--- src/rtl/hazard_ctrl_if.sv ---
// Hazard controller bundle: D/E/M stage operand and producer info in,
// pipeline hold/bubble controls and mult/div status out.
interface hazard_ctrl_if;
  logic [4:0]  d_rs;
  logic [4:0]  d_rt;
  logic [1:0]  d_tuse_rs;
  logic [1:0]  d_tuse_rt;
  logic        d_md_use;
  logic [4:0]  e_regaddr;
  logic        e_regwrite;
  logic [1:0]  e_tnew;
  logic [4:0]  m_regaddr;
  logic        m_regwrite;
  logic [1:0]  m_tnew;
  logic        e_md_start;
  logic        e_md_div;
  logic        stall_f;
  logic        stall_d;
  logic        flush_e;
  logic        md_busy;
  logic [31:0] stall_cnt;

  modport master (
    output d_rs, d_rt, d_tuse_rs, d_tuse_rt, d_md_use,
    output e_regaddr, e_regwrite, e_tnew,
    output m_regaddr, m_regwrite, m_tnew,
    output e_md_start, e_md_div,
    input  stall_f, stall_d, flush_e, md_busy, stall_cnt
  );

  modport slave (
    input  d_rs, d_rt, d_tuse_rs, d_tuse_rt, d_md_use,
    input  e_regaddr, e_regwrite, e_tnew,
    input  m_regaddr, m_regwrite, m_tnew,
    input  e_md_start, e_md_div,
    output stall_f, stall_d, flush_e, md_busy, stall_cnt
  );
endinterface

--- src/rtl/hazard_ctrl.sv ---
// Stall/bubble controller: Tuse/Tnew data hazards, mult/div busy timer
// and a saturating stall-cycle counter.
module hazard_ctrl #(
  parameter int MULT_CYCLES = 5,
  parameter int DIV_CYCLES  = 10,
  parameter int CNT_W       = 4
) (
  input logic        clk,
  input logic        reset,
  hazard_ctrl_if.slave hz
);

  localparam logic [CNT_W-1:0] MULT_LD = CNT_W'(MULT_CYCLES);
  localparam logic [CNT_W-1:0] DIV_LD  = CNT_W'(DIV_CYCLES);

  logic [CNT_W-1:0] md_cnt_q, md_cnt_d;
  logic [31:0]      stall_cnt_q, stall_cnt_d;
  logic             md_busy;
  logic             data_hz;
  logic             md_hz;
  logic             stall;

  function automatic logic src_hz(
    input logic [4:0] src,
    input logic [1:0] tuse,
    input logic [4:0] addr,
    input logic       we,
    input logic [1:0] tnew
  );
    return (src != 5'd0) && we && (addr == src) && (tuse < tnew);
  endfunction

  assign md_busy = (md_cnt_q != '0);

  always_comb begin
    data_hz = 1'b0;
    data_hz |= src_hz(hz.d_rs, hz.d_tuse_rs,
                      hz.e_regaddr, hz.e_regwrite, hz.e_tnew);
    data_hz |= src_hz(hz.d_rs, hz.d_tuse_rs,
                      hz.m_regaddr, hz.m_regwrite, hz.m_tnew);
    data_hz |= src_hz(hz.d_rt, hz.d_tuse_rt,
                      hz.e_regaddr, hz.e_regwrite, hz.e_tnew);
    data_hz |= src_hz(hz.d_rt, hz.d_tuse_rt,
                      hz.m_regaddr, hz.m_regwrite, hz.m_tnew);
  end

  assign md_hz = hz.d_md_use && (hz.e_md_start || md_busy);
  assign stall = !reset && (data_hz || md_hz);

  // A new issue always reloads, so the latest mult/div wins.
  always_comb begin
    md_cnt_d = md_cnt_q;
    if (hz.e_md_start) begin
      md_cnt_d = hz.e_md_div ? DIV_LD : MULT_LD;
    end else if (md_cnt_q != '0) begin
      md_cnt_d = md_cnt_q - 1'b1;
    end
  end

  always_comb begin
    stall_cnt_d = stall_cnt_q;
    if (stall && (stall_cnt_q != 32'hFFFF_FFFF)) begin
      stall_cnt_d = stall_cnt_q + 32'd1;
    end
  end

  always_ff @(posedge clk) begin
    if (reset) begin
      md_cnt_q    <= '0;
      stall_cnt_q <= '0;
    end else begin
      md_cnt_q    <= md_cnt_d;
      stall_cnt_q <= stall_cnt_d;
    end
  end

  assign hz.stall_f   = stall;
  assign hz.stall_d   = stall;
  assign hz.flush_e   = stall;
  assign hz.md_busy   = md_busy;
  assign hz.stall_cnt = stall_cnt_q;

endmodule

--- src/flat_wrapper.sv ---
// flat-port wrapper written by rule: the top's interface ports become plain ports
module hazard_ctrl_flat 
#(
  parameter int MULT_CYCLES = 5,
  parameter int DIV_CYCLES  = 10,
  parameter int CNT_W       = 4
)
  (clk, reset, hz_d_rs, hz_d_rt, hz_d_tuse_rs, hz_d_tuse_rt, hz_d_md_use, hz_e_regaddr, hz_e_regwrite, hz_e_tnew, hz_m_regaddr, hz_m_regwrite, hz_m_tnew, hz_e_md_start, hz_e_md_div, hz_stall_f, hz_stall_d, hz_flush_e, hz_md_busy, hz_stall_cnt);
  hazard_ctrl_if hz_i ();
  input logic clk;
  input logic reset;
  input wire logic [$bits(hz_i.d_rs)-1:0] hz_d_rs;
  input wire logic [$bits(hz_i.d_rt)-1:0] hz_d_rt;
  input wire logic [$bits(hz_i.d_tuse_rs)-1:0] hz_d_tuse_rs;
  input wire logic [$bits(hz_i.d_tuse_rt)-1:0] hz_d_tuse_rt;
  input wire logic [$bits(hz_i.d_md_use)-1:0] hz_d_md_use;
  input wire logic [$bits(hz_i.e_regaddr)-1:0] hz_e_regaddr;
  input wire logic [$bits(hz_i.e_regwrite)-1:0] hz_e_regwrite;
  input wire logic [$bits(hz_i.e_tnew)-1:0] hz_e_tnew;
  input wire logic [$bits(hz_i.m_regaddr)-1:0] hz_m_regaddr;
  input wire logic [$bits(hz_i.m_regwrite)-1:0] hz_m_regwrite;
  input wire logic [$bits(hz_i.m_tnew)-1:0] hz_m_tnew;
  input wire logic [$bits(hz_i.e_md_start)-1:0] hz_e_md_start;
  input wire logic [$bits(hz_i.e_md_div)-1:0] hz_e_md_div;
  output wire logic [$bits(hz_i.stall_f)-1:0] hz_stall_f;
  output wire logic [$bits(hz_i.stall_d)-1:0] hz_stall_d;
  output wire logic [$bits(hz_i.flush_e)-1:0] hz_flush_e;
  output wire logic [$bits(hz_i.md_busy)-1:0] hz_md_busy;
  output wire logic [$bits(hz_i.stall_cnt)-1:0] hz_stall_cnt;
  assign hz_i.d_rs = hz_d_rs;
  assign hz_i.d_rt = hz_d_rt;
  assign hz_i.d_tuse_rs = hz_d_tuse_rs;
  assign hz_i.d_tuse_rt = hz_d_tuse_rt;
  assign hz_i.d_md_use = hz_d_md_use;
  assign hz_i.e_regaddr = hz_e_regaddr;
  assign hz_i.e_regwrite = hz_e_regwrite;
  assign hz_i.e_tnew = hz_e_tnew;
  assign hz_i.m_regaddr = hz_m_regaddr;
  assign hz_i.m_regwrite = hz_m_regwrite;
  assign hz_i.m_tnew = hz_m_tnew;
  assign hz_i.e_md_start = hz_e_md_start;
  assign hz_i.e_md_div = hz_e_md_div;
  assign hz_stall_f = hz_i.stall_f;
  assign hz_stall_d = hz_i.stall_d;
  assign hz_flush_e = hz_i.flush_e;
  assign hz_md_busy = hz_i.md_busy;
  assign hz_stall_cnt = hz_i.stall_cnt;
  hazard_ctrl #(.MULT_CYCLES(MULT_CYCLES), .DIV_CYCLES(DIV_CYCLES), .CNT_W(CNT_W)) u_core (.clk(clk), .reset(reset), .hz(hz_i));
endmodule
--- config.mk ---
export PLATFORM = sky130hd
export DESIGN_NAME = hazard_ctrl_flat
export DESIGN_NICKNAME = d
export VERILOG_FILES = /design/src/rtl/hazard_ctrl_if.sv /design/src/rtl/hazard_ctrl.sv /design/src/flat_wrapper.sv
export SDC_FILE = /design/constraint.sdc
export NUM_CORES = 1
export LEC_CHECK = 0
export CELL_PAD_IN_SITES_DETAIL_PLACEMENT = 1
export CELL_PAD_IN_SITES_GLOBAL_PLACEMENT = 2
export CORE_UTILIZATION = 28
export CTS_BUF_LIST = sky130_fd_sc_hd__clkbuf_8
export DETAILED_ROUTE_END_ITERATION = 6
export PLACE_DENSITY_LB_ADDON = 0.1
export SKIP_CTS_REPAIR_TIMING = 1
export SYNTH_ARGS = -nofsm -noshare
export SYNTH_HDL_FRONTEND = slang
export SYNTH_SLANG_ARGS = --single-unit
--- constraint.sdc ---
create_clock -name clk -period 3 [get_ports clk]
set_input_delay 0.3 -clock clk [delete_from_list [all_inputs] [get_ports clk]]
set_output_delay 0.3 -clock clk [all_outputs]
set_load 0.01 [all_outputs]
Word level (Yosys, flattened, before mapping) --
Cells that the tools add are included.
Operators by class: muxes and demuxes 3, $lt $le $gt $ge 4, $add $sub $neg 2, bitwise operators 3, equality and inequality tests 5, reductions and logical operators 22
Operators with widths (number):
- 32-bit by 1-bit adder with 32-bit output, second input constant | 1
- 32-bit inequality test, second input constant | 1
- 5-bit == test | 4
- 1-bit logical AND | 15
- 4-bit 2-to-1 mux | 3
- 5-bit nonzero test | 2
- 2-bit less-than comparator | 4
- 4-bit nonzero test | 1
- 4-bit by 1-bit subtractor with 4-bit output, second input constant | 1
- 1-bit bitwise OR | 3
- 1-bit logical OR | 2
- 2-bit nonzero test | 1
- 1-bit zero test | 1
Word-level totals: input bits 35, output and inout port bits 36, logic and storage cells 41, bits in registers 36

Depth between registers and ports, before layout --
depth in word-level cells 10, gate-level depth with buffers 11, mapped depth without buffers 10

Worst setup path before layout --
No wires, ideal clock.
path type flip-flop to flip-flop, start point register u_core.stall_cnt_q[17], in the netlist u_core.hz.stall_cnt[17], end point register u_core.stall_cnt_q[29], in the netlist u_core.hz.stall_cnt[29], period minus slack after synthesis 2304 ps, setup slack 696 ps, setup time 121 ps, data arrival time 2183 ps, buffers on the path 1, required time 2879 ps, cell stages (with the launch flop) 10, cells stage by stage dfxtp_1 > and3_1 > and2_4 > and3_4 > nand4_4 > or4_1 > buf_6 > nand2_8 > nor4_2 > mux2_4
On the way: cells in the longest elaborated chain, start to end 2, elaborated cells between the ends (all ways) 3, those cells by class add/sub: 1; eq/ne: 1; reduce/logical: 1
RTL lines:
- start, declared | line hazard_ctrl.sv:17 | logic [31:0] stall_cnt_q, stall_cnt_d;
- start signal, assigned | line hazard_ctrl.sv:73 | stall_cnt_q <= stall_cnt_d;
- branches (longest 2 deep; another with 32-bit by 1-bit adder with 32-bit output)
Parallel ways; which one is timed is not known. A chain may end at the register's enable or synchronous reset.

Worst setup path in the final report --
start point input hz_m_tnew[1], end point output hz_flush_e
On the way: cells in the longest elaborated chain, start to end 7, elaborated cells between the ends (all ways) 9, those cells by class order compare: 2; bitwise: 3; reduce/logical: 4
RTL lines:
- start, declared | line flat_wrapper.sv:22 | input wire logic [$bits(hz_i.m_tnew)-1:0] hz_m_tnew;
- 2-bit less-than comparator | line hazard_ctrl.sv:30 | return (src != 5'd0) && we && (addr == src) && (tuse < tnew);
- 1-bit logical AND | line hazard_ctrl.sv:30
- 1-bit bitwise OR | line hazard_ctrl.sv:39 | data_hz |= src_hz(hz.d_rs, hz.d_tuse_rs,
- 1-bit bitwise OR | line hazard_ctrl.sv:41 | data_hz |= src_hz(hz.d_rt, hz.d_tuse_rt,
- 1-bit bitwise OR (*) | line hazard_ctrl.sv:43 | data_hz |= src_hz(hz.d_rt, hz.d_tuse_rt,
- 1-bit logical OR (*) | line hazard_ctrl.sv:48 | assign stall = !reset && (data_hz || md_hz);
- 1-bit logical AND (*) | line hazard_ctrl.sv:48
- end, declared | line flat_wrapper.sv:27 | output wire logic [$bits(hz_i.flush_e)-1:0] hz_flush_e;
Mark *: on every way between the ends. The rest lies on a longest branch, timed or not.

==> run metrics <==
outcome complete, no violations; Slew Limit Fails 0; core area 7770 µm²; root buffer cell clkbuf_8; Total Wirelength 6.29 mm; Nets 374; Final HPWL DP 4.71 mm; CTS tree yes; RSZ-0062 raised after global routing false; Most used DFF post-synth dfxtp_1; Post-synth EDFFs 0; actual slew at the worst max-slew pin 425 ps; largest family of logic cells by synthesized area simple AND/OR/NAND/NOR gates; Yosys cell types 43; Tot Pwr 1.04 mW; die width 91.9 µm; Fmax 355 MHz; CP dominant cell by count clkdlybuf4s50_1; DR pass1 iterations 4; Gate Count Post-Synth 261; fraction of layout cells with a size suffix above 1 8.13%; # fillers 926; GP Congestion 0.829; post-synth top area share 31.8%; Routed wire per std cell 14.5 µm; first-pass GRT wire length 10.6 mm; DR iter-0 viols 44; post-synthesis mux area share 2.87%; initial antenna violation count 0; ant diodes 0; post-synthesis register bit count 36; Synth area leaders dfxtp_1 (32%), xor2_1 (12%), nor2_1 (5.5%); vias per inst 4.92; Longest Clk Path Bufs 2; # setup viols final 0; die height 91.9 µm; DRC 0; Antenna Nets Post-Route 0; post-synthesis adder-cell area fraction 3.87%; Clock Pin Slew Worst Setup and Hold Paths 80 ps; Post-Syn Area 2260 µm²; WS Path Type primary input to output pin; area leader, netlist dfxtp_1; CP Data Required Time 2700 ps; Compound-Gate Fraction of Synth Area 8.62%; die area 8450 µm²; CTS sink cnt 36; maximum vdd drop 0.147 mV; post-synthesis sequential area ratio 31.8%; Slew headroom 71.7%; Port Buf Inserts 70; Clk Latency, worst-skew pair 290 ps; num rows 32; starting density of the core 29.2%; DR vias 2,136; slowest stage cell, crit path clkdlybuf4s50_1; Area Growth Syn to Fin 38.7%; GRT Util Overall 15.7%; fin crit period 2810 ps; pwr dens 332 nW/µm²; Ys Warns 0; utilization after layout 40.4%; xor/xnor cell area share of the yosys netlist 16.2%; setup TNS 0 ps; largest net degree at the start of global routing 40; Pleak 1.16 nW; worst min path class flip-flop to flip-flop; Worst EP arrival 2510 ps; crit share post-route 93.8%; asr flop ratio synth 0%; Setup crit start kind primary input; maximum fanout along the worst path 3; Worst Skew 7.79 ps; syn nets 303; Max-Cap Viols 0; total grt overflow 0; synthesized area per cell 8.68 µm²; CTS Buf Count 5; num ports 71; CP endpoint kind output pin; H-tree Lvls 2; slowest cell delay on critical path 580 ps; Synth Area in Simple Gates 31.7%; vias in the first global route 2,185; CP cell instances clkdlybuf4s50_1 -> inv_1 -> ha_1 -> nand2b_1 -> nor4_1 -> nand4_1 -> o2bb2ai_1 -> a31oi_2 -> clkdlybuf4s50_1; Fin. Hold Viols 0
-- synthesized netlist by cell type (3+ instances only) --
library cell  number
nor4_1             4
xnor2_1           10
nand2b_1           5
o21ai_0            5
o31ai_1            6
inv_1              8
clkbuf_1           6
or4_1              9
mux2_4             3
dfxtp_1           36
xor2_1            32
nor2_1            33
nand3_1           14
nor2b_1            3
nand2_1           10
ha_1               7
a21oi_1           10
and3_1            11
nand4_1           15
-- cell families after synthesis --
logic type / Yosys count
buf+inv: 20
mux: 5
compound gates: 31
simple gates: 120
flops: 36
fa+ha+maj: 7
xor+xnor: 42
-- cell type report --
class / count / area [µm²] / share of cell area, %
clock buffers: 5 / 68.8 / 2.19
repair buffers: 76 / 746 / 23.7
flip-flops and latches: 36 / 721 / 22.9
well taps: 102 / 128 / 4.06
multi-input cells: 205 / 1440 / 45.8
clock inverters: 2 / 8.76 / 0.279
inverters: 8 / 30.0 / 0.956
-- layout by cell type (no fill, tap or decap), drive strengths merged, types with 2 or more instances in the layout --
| cell | Yosys | routed |
|---|---|---|
| o31ai | 6 | 6 |
| mux2i | 2 | 2 |
| nor4 | 6 | 6 |
| ha | 7 | 7 |
| clkbuf | 6 | 5 |
| o2bb2ai | 2 | 2 |
| nand2b | 5 | 5 |
| dfxtp | 36 | 36 |
| xor2 | 32 | 32 |
| inv | 8 | 9 |
| and2 | 3 | 3 |
| clkdlybuf4s50 | 0 | 70 |
| or4 | 9 | 9 |
| nor2b | 3 | 3 |
| nor3 | 2 | 2 |
| nand2 | 11 | 11 |
| nand3 | 16 | 16 |
| a31oi | 2 | 2 |
| a21oi | 10 | 10 |
| o21ai | 6 | 6 |
| buf | 6 | 6 |
| xnor2 | 10 | 10 |
| nor2 | 33 | 33 |
| and3 | 13 | 13 |
| mux2 | 3 | 3 |
| nand4 | 17 | 17 |
-- stage by stage --
| step | hold WS, ps | cells | instance area, µm² | worst slack, ps |
|---|---|---|---|---|
| global route | 536 | 434 | 3140 | 9.77 |
| CTS | 512 | 434 | 3140 | 116 |
| floorplan | 441 | 261 | 2260 | 696 |
| detailed placement | 502 | 427 | 3060 | 116 |
| finish | 504 | 434 | 3140 | 186 |
| global placement | 493 | 427 | 3060 | 188 |
-- flip-flops by register name (all words and copies together), names as in the netlist --
| signal | flops |
|---|---|
| u_core.md_cnt_q | 4 |
| u_core.hz.stall_cnt | 32 |
-- power by group --
group          leakage (nW)  total, mW  switching, mW  internal, mW
registers             0.291      0.499         0.0107         0.488
clock network        0.0452      0.333          0.178         0.155
logic                 0.823      0.212          0.106         0.106
total                  1.16       1.04          0.295         0.749
-- critical path, delay by kind of cell --
family / cells / cell delay, ps
adders and majority gates: 1 / 190
and+or+nand+nor: 3 / 510
AOI/OAI and AO/OA: 2 / 420
buffers and inverters: 3 / 1080
-- per-layer routing --
metal | track usage [%] | wire length, µm
met3 | 3.57 | 232
met1 | 20.8 | 3090
met2 | 25.8 | 2920
met5 | 0 | 0
met4 | 3.65 | 44
-- worst paths after layout --
| check | endpoint | slack (ps) | cells after the start | from |
|---|---|---|---|---|
| min reg2reg | u_core.hz.stall_cnt[19] | 500 | 2 | u_core.hz.stall_cnt[19] |
| max reg2reg | u_core.hz.stall_cnt[16] | 400 | 9 | u_core.hz.stall_cnt[8] |
| max | hz_flush_e | 190 | 9 | hz_m_tnew[1] |
| min | u_core.hz.stall_cnt[19] | 500 | 2 | u_core.hz.stall_cnt[19] |
Note: power is estimated with default switching activity, not from simulation.
==> edit 1, RTL diff (same settings) <==
`DIV_CYCLES` is set to 10 in 2 places; all go to 7.
--- a/src/rtl/hazard_ctrl.sv
+++ b/src/rtl/hazard_ctrl.sv
@@ -2,7 +2,7 @@
 // and a saturating stall-cycle counter.
 module hazard_ctrl #(
   parameter int MULT_CYCLES = 5,
-  parameter int DIV_CYCLES  = 10,
+  parameter int DIV_CYCLES  = 7,
   parameter int CNT_W       = 4
 ) (
   input logic        clk,
--- a/src/flat_wrapper.sv
+++ b/src/flat_wrapper.sv
@@ -2,7 +2,7 @@
 module hazard_ctrl_flat 
 #(
   parameter int MULT_CYCLES = 5,
-  parameter int DIV_CYCLES  = 10,
+  parameter int DIV_CYCLES  = 7,
   parameter int CNT_W       = 4
 )
   (clk, reset, hz_d_rs, hz_d_rt, hz_d_tuse_rs, hz_d_tuse_rt, hz_d_md_use, hz_e_regaddr, hz_e_regwrite, hz_e_tnew, hz_m_regaddr, hz_m_regwrite, hz_m_tnew, hz_e_md_start, hz_e_md_div, hz_stall_f, hz_stall_d, hz_flush_e, hz_md_busy, hz_stall_cnt);
Behaviour: not the same (a bounded check fails within 10 cycles, from zero or initial values and one cycle with reset high).
==> edit 1 against the original RTL <==
Core utilization up 1.1 points; synthesized area is 2.4% lower; final area is 1.7% higher; clock power increased by 31%; total power is 12% higher; worst hold slack gained 3.2 ps; wire length decreased by 0.17%; worst setup slack got worse by 26 ps; sequential cell count is the same; clock skew is 3.4 ps higher; critical endpoint is now hz_stall_d; largest cell class unchanged.
==> edit 1: results (changes against the original RTL) <==
[status]
status=complete, no violations  ; unchanged

[sta]
max_clock_freq_mhz=352.0  ; was 355.3 MHz
whs_ps=506.9  ; was 503.7 ps
relSlewSlack_pct=71.95  ; was 71.66%

[place]
post-place-ws_ps=36.71  ; was 115.7 ps
dpl.hpwl_um=4823  ; was 4707 um
place_area_um2=3065  ; was 3058 um^2
globalplace.congestion=0.7931  ; was 0.8292

[yosys]
synthAdderAreaFrac_pct=3.962  ; was 3.867%
syn-num-nets=308  ; was 303
synth_mux_area_share_pct=0.9621  ; was 2.873%
synthTopCellsByArea=dfxtp_1, xor2_1, a21oi_1  ; was dfxtp_1, xor2_1, nor2_1
ys_seq_area_share_pct=32.60  ; was 31.82%

[layout]
drive_above_1_share_pct=9.275  ; was 8.133%
fin_cells=447  ; was 434
num-fill-cells=922  ; was 926
nets=386  ; was 374
multiInputGateArea_um2=1370  ; was 1440 um^2

[route]
vias=2270  ; was 2136
wl_met1_um=2944  ; was 3089 um
met3WireLength_um=289  ; was 232 um
wl_um=6277  ; was 6288 um
drt-initial-drc-count=60  ; was 44

[power]
vdd_ir_drop_max_v=0.0002248  ; was 0.0001471 V

[setup_path]
crit_start=hz_e_tnew[1]  ; was hz_m_tnew[1]
cp-endpoint=hz_stall_d  ; was hz_flush_e
rrSetupSlack_ps=300  ; was 400 ps
reg2regPathDepth=8  ; was 9
r2r_start=u_core.hz.stall_cnt[14]  ; was u_core.hz.stall_cnt[8]
reg2reg_to=u_core.hz.stall_cnt[1]  ; was u_core.hz.stall_cnt[16]

[global_routing]
gr-usage-met1_pct=19.61  ; was 20.77%
met2_usage_pct=27.34  ; was 25.81%
grt_pass1_wl_um=10650  ; was 10600 um
grt_max_degree=38  ; was 40
grt_pass1_vias=2235  ; was 2185

[hold_path]
hp-start=u_core.hz.stall_cnt[25]  ; was u_core.hz.stall_cnt[19]
whs_endpoint=u_core.hz.stall_cnt[25]  ; was u_core.hz.stall_cnt[19]

[edit 1: changes by cell type after synthesis, sizes merged, moves of 5 or more]
cell,delta
a21oi,+20
nor2,-20
or3,+17
xor2,-14
o21ai,+13
nand4,-11
and3,-10
nand3,-6
o31ai,+6
or4,+5
[edit 1: cell type report]
type	count	share of cell area [%]
inverter	11	1.293
multi-input combinational	206	42.89
timing repair buffer	84	25.77
clock buffer	5	2.154
sequential	36	22.56
tap	102	3.995
clock inverter	3	1.332
[edit 1: power breakdown]
part           internal (mW)  switching (mW)
registers              0.488         0.00898
logic                  0.119           0.112
clock network          0.246           0.190
total                  0.853           0.311
[edit 1: worst max-delay path, stage by stage]
cell and delay (ps):
clkdlybuf4s50_1 450, inv_1 50, ha_1 180, nand2b_1 140, nor4_1 260, a22oi_1 150, o21ai_1 160, or2_2 140
nor2b_2 160, clkdlybuf4s50_1 550
==> edit 2, RTL diff (same settings) <==
Made on the original files. Make the reset (`reset`) asynchronous in one clocked block.
--- a/src/rtl/hazard_ctrl.sv
+++ b/src/rtl/hazard_ctrl.sv
@@ -64,7 +64,7 @@
     end
   end
 
-  always_ff @(posedge clk) begin
+  always_ff @(posedge clk or posedge reset) begin
     if (reset) begin
       md_cnt_q    <= '0;
       stall_cnt_q <= '0;
Check against the original RTL: differs if reset is asserted again (counterexample within 4 cycles, from zero or initial values and one cycle with reset high); with reset held inactive, the same outputs for 10 cycles.
==> edit 2 against the original RTL <==
Worst setup slack worse by 4.5 ps; wire length decreased by 5.4%; register-to-register slack improved by 240 ps; critical endpoint is now hz_stall_d; sequential power increased by 18%; die area rose by 1.1%; first-iteration DRC count shrank 11%; final area is 3.3% higher; largest power group unchanged; total power up 30%; synthesized area rose by 1.2%; sequential cell count did not move; maximum frequency shrank 0.16%; non-clock buffer count up 1.
==> edit 2: results (changes against the original RTL) <==
[status]
status=complete, no violations  ; unchanged

[global_routing]
grt_pass1_wl_um=10090  ; was 10600 um
met3_usage_pct=2.874  ; was 3.566%
grt_max_degree=37  ; was 40
grtUsageTotal_pct=15.18  ; was 15.69%
gr-usage-met1_pct=21.18  ; was 20.77%
grt_pass1_vias=1977  ; was 2185
met2_usage_pct=23.77  ; was 25.81%

[yosys]
syn-num-nets=261  ; was 303
ys_seq_area_share_pct=39.32  ; was 31.82%
synth_compound_area_share_pct=6.936  ; was 8.619%

[sta]
relSlewSlack_pct=66.58  ; was 71.66%
fin_skew_ps=8.012  ; was 7.786 ps
whs_ps=490.9  ; was 503.7 ps

[power]
total_power_mw=1.356  ; was 1.044 mW
power_frac_clock_pct=31.2  ; was 31.9%
swShare_pct=28.92  ; was 28.24%
p_seq_mw=0.591  ; was 0.499 mW

[layout]
nets=340  ; was 374
clock_cell_area_share_pct=3.315  ; was 2.469%
drive_above_1_share_pct=13.04  ; was 8.133%
multi_input_area_share_pct=40.44  ; was 45.84%

[place]
place_area_um2=3126  ; was 3058 um^2

[setup_path]
cp.arrival_ps=2520  ; was 2510 ps
rrSetupSlack_ps=640  ; was 400 ps

[edit 2: changes by cell type in the layout (fill, tap and decap cells not counted), sizes merged, moves of 4 or more]
cell   change
dfrtp     +36
nand4      -5
or4        -7
xnor2     +18
dfxtp     -36
o31ai      -6
a21oi      -7
xor2       -8
and3       -5
nand3      -4
nand2      +5
nor2      -22
[edit 2: path summary, 6_finish.rpt]
path / startpoint / to / cells after the start
max: hz_m_tnew[1] / hz_stall_d / 10
min: u_core.hz.stall_cnt[26] / u_core.hz.stall_cnt[26] / 1
max in group asynchronous: reset / u_core.md_cnt_q[3] / 3
max reg2reg: u_core.md_cnt_q[0] / u_core.hz.stall_cnt[23] / 9
min in group asynchronous: reset / u_core.hz.stall_cnt[21] / 3
min reg2reg: u_core.hz.stall_cnt[26] / u_core.hz.stall_cnt[26] / 1
[edit 2: through the flow]
stage                     utilization [%]  std cells
after global routing                41.57        401
after detailed placement            40.03        392
final                               41.57        401
after floorplan                         -        219
after global placement              40.03        392
after CTS                           41.41        400
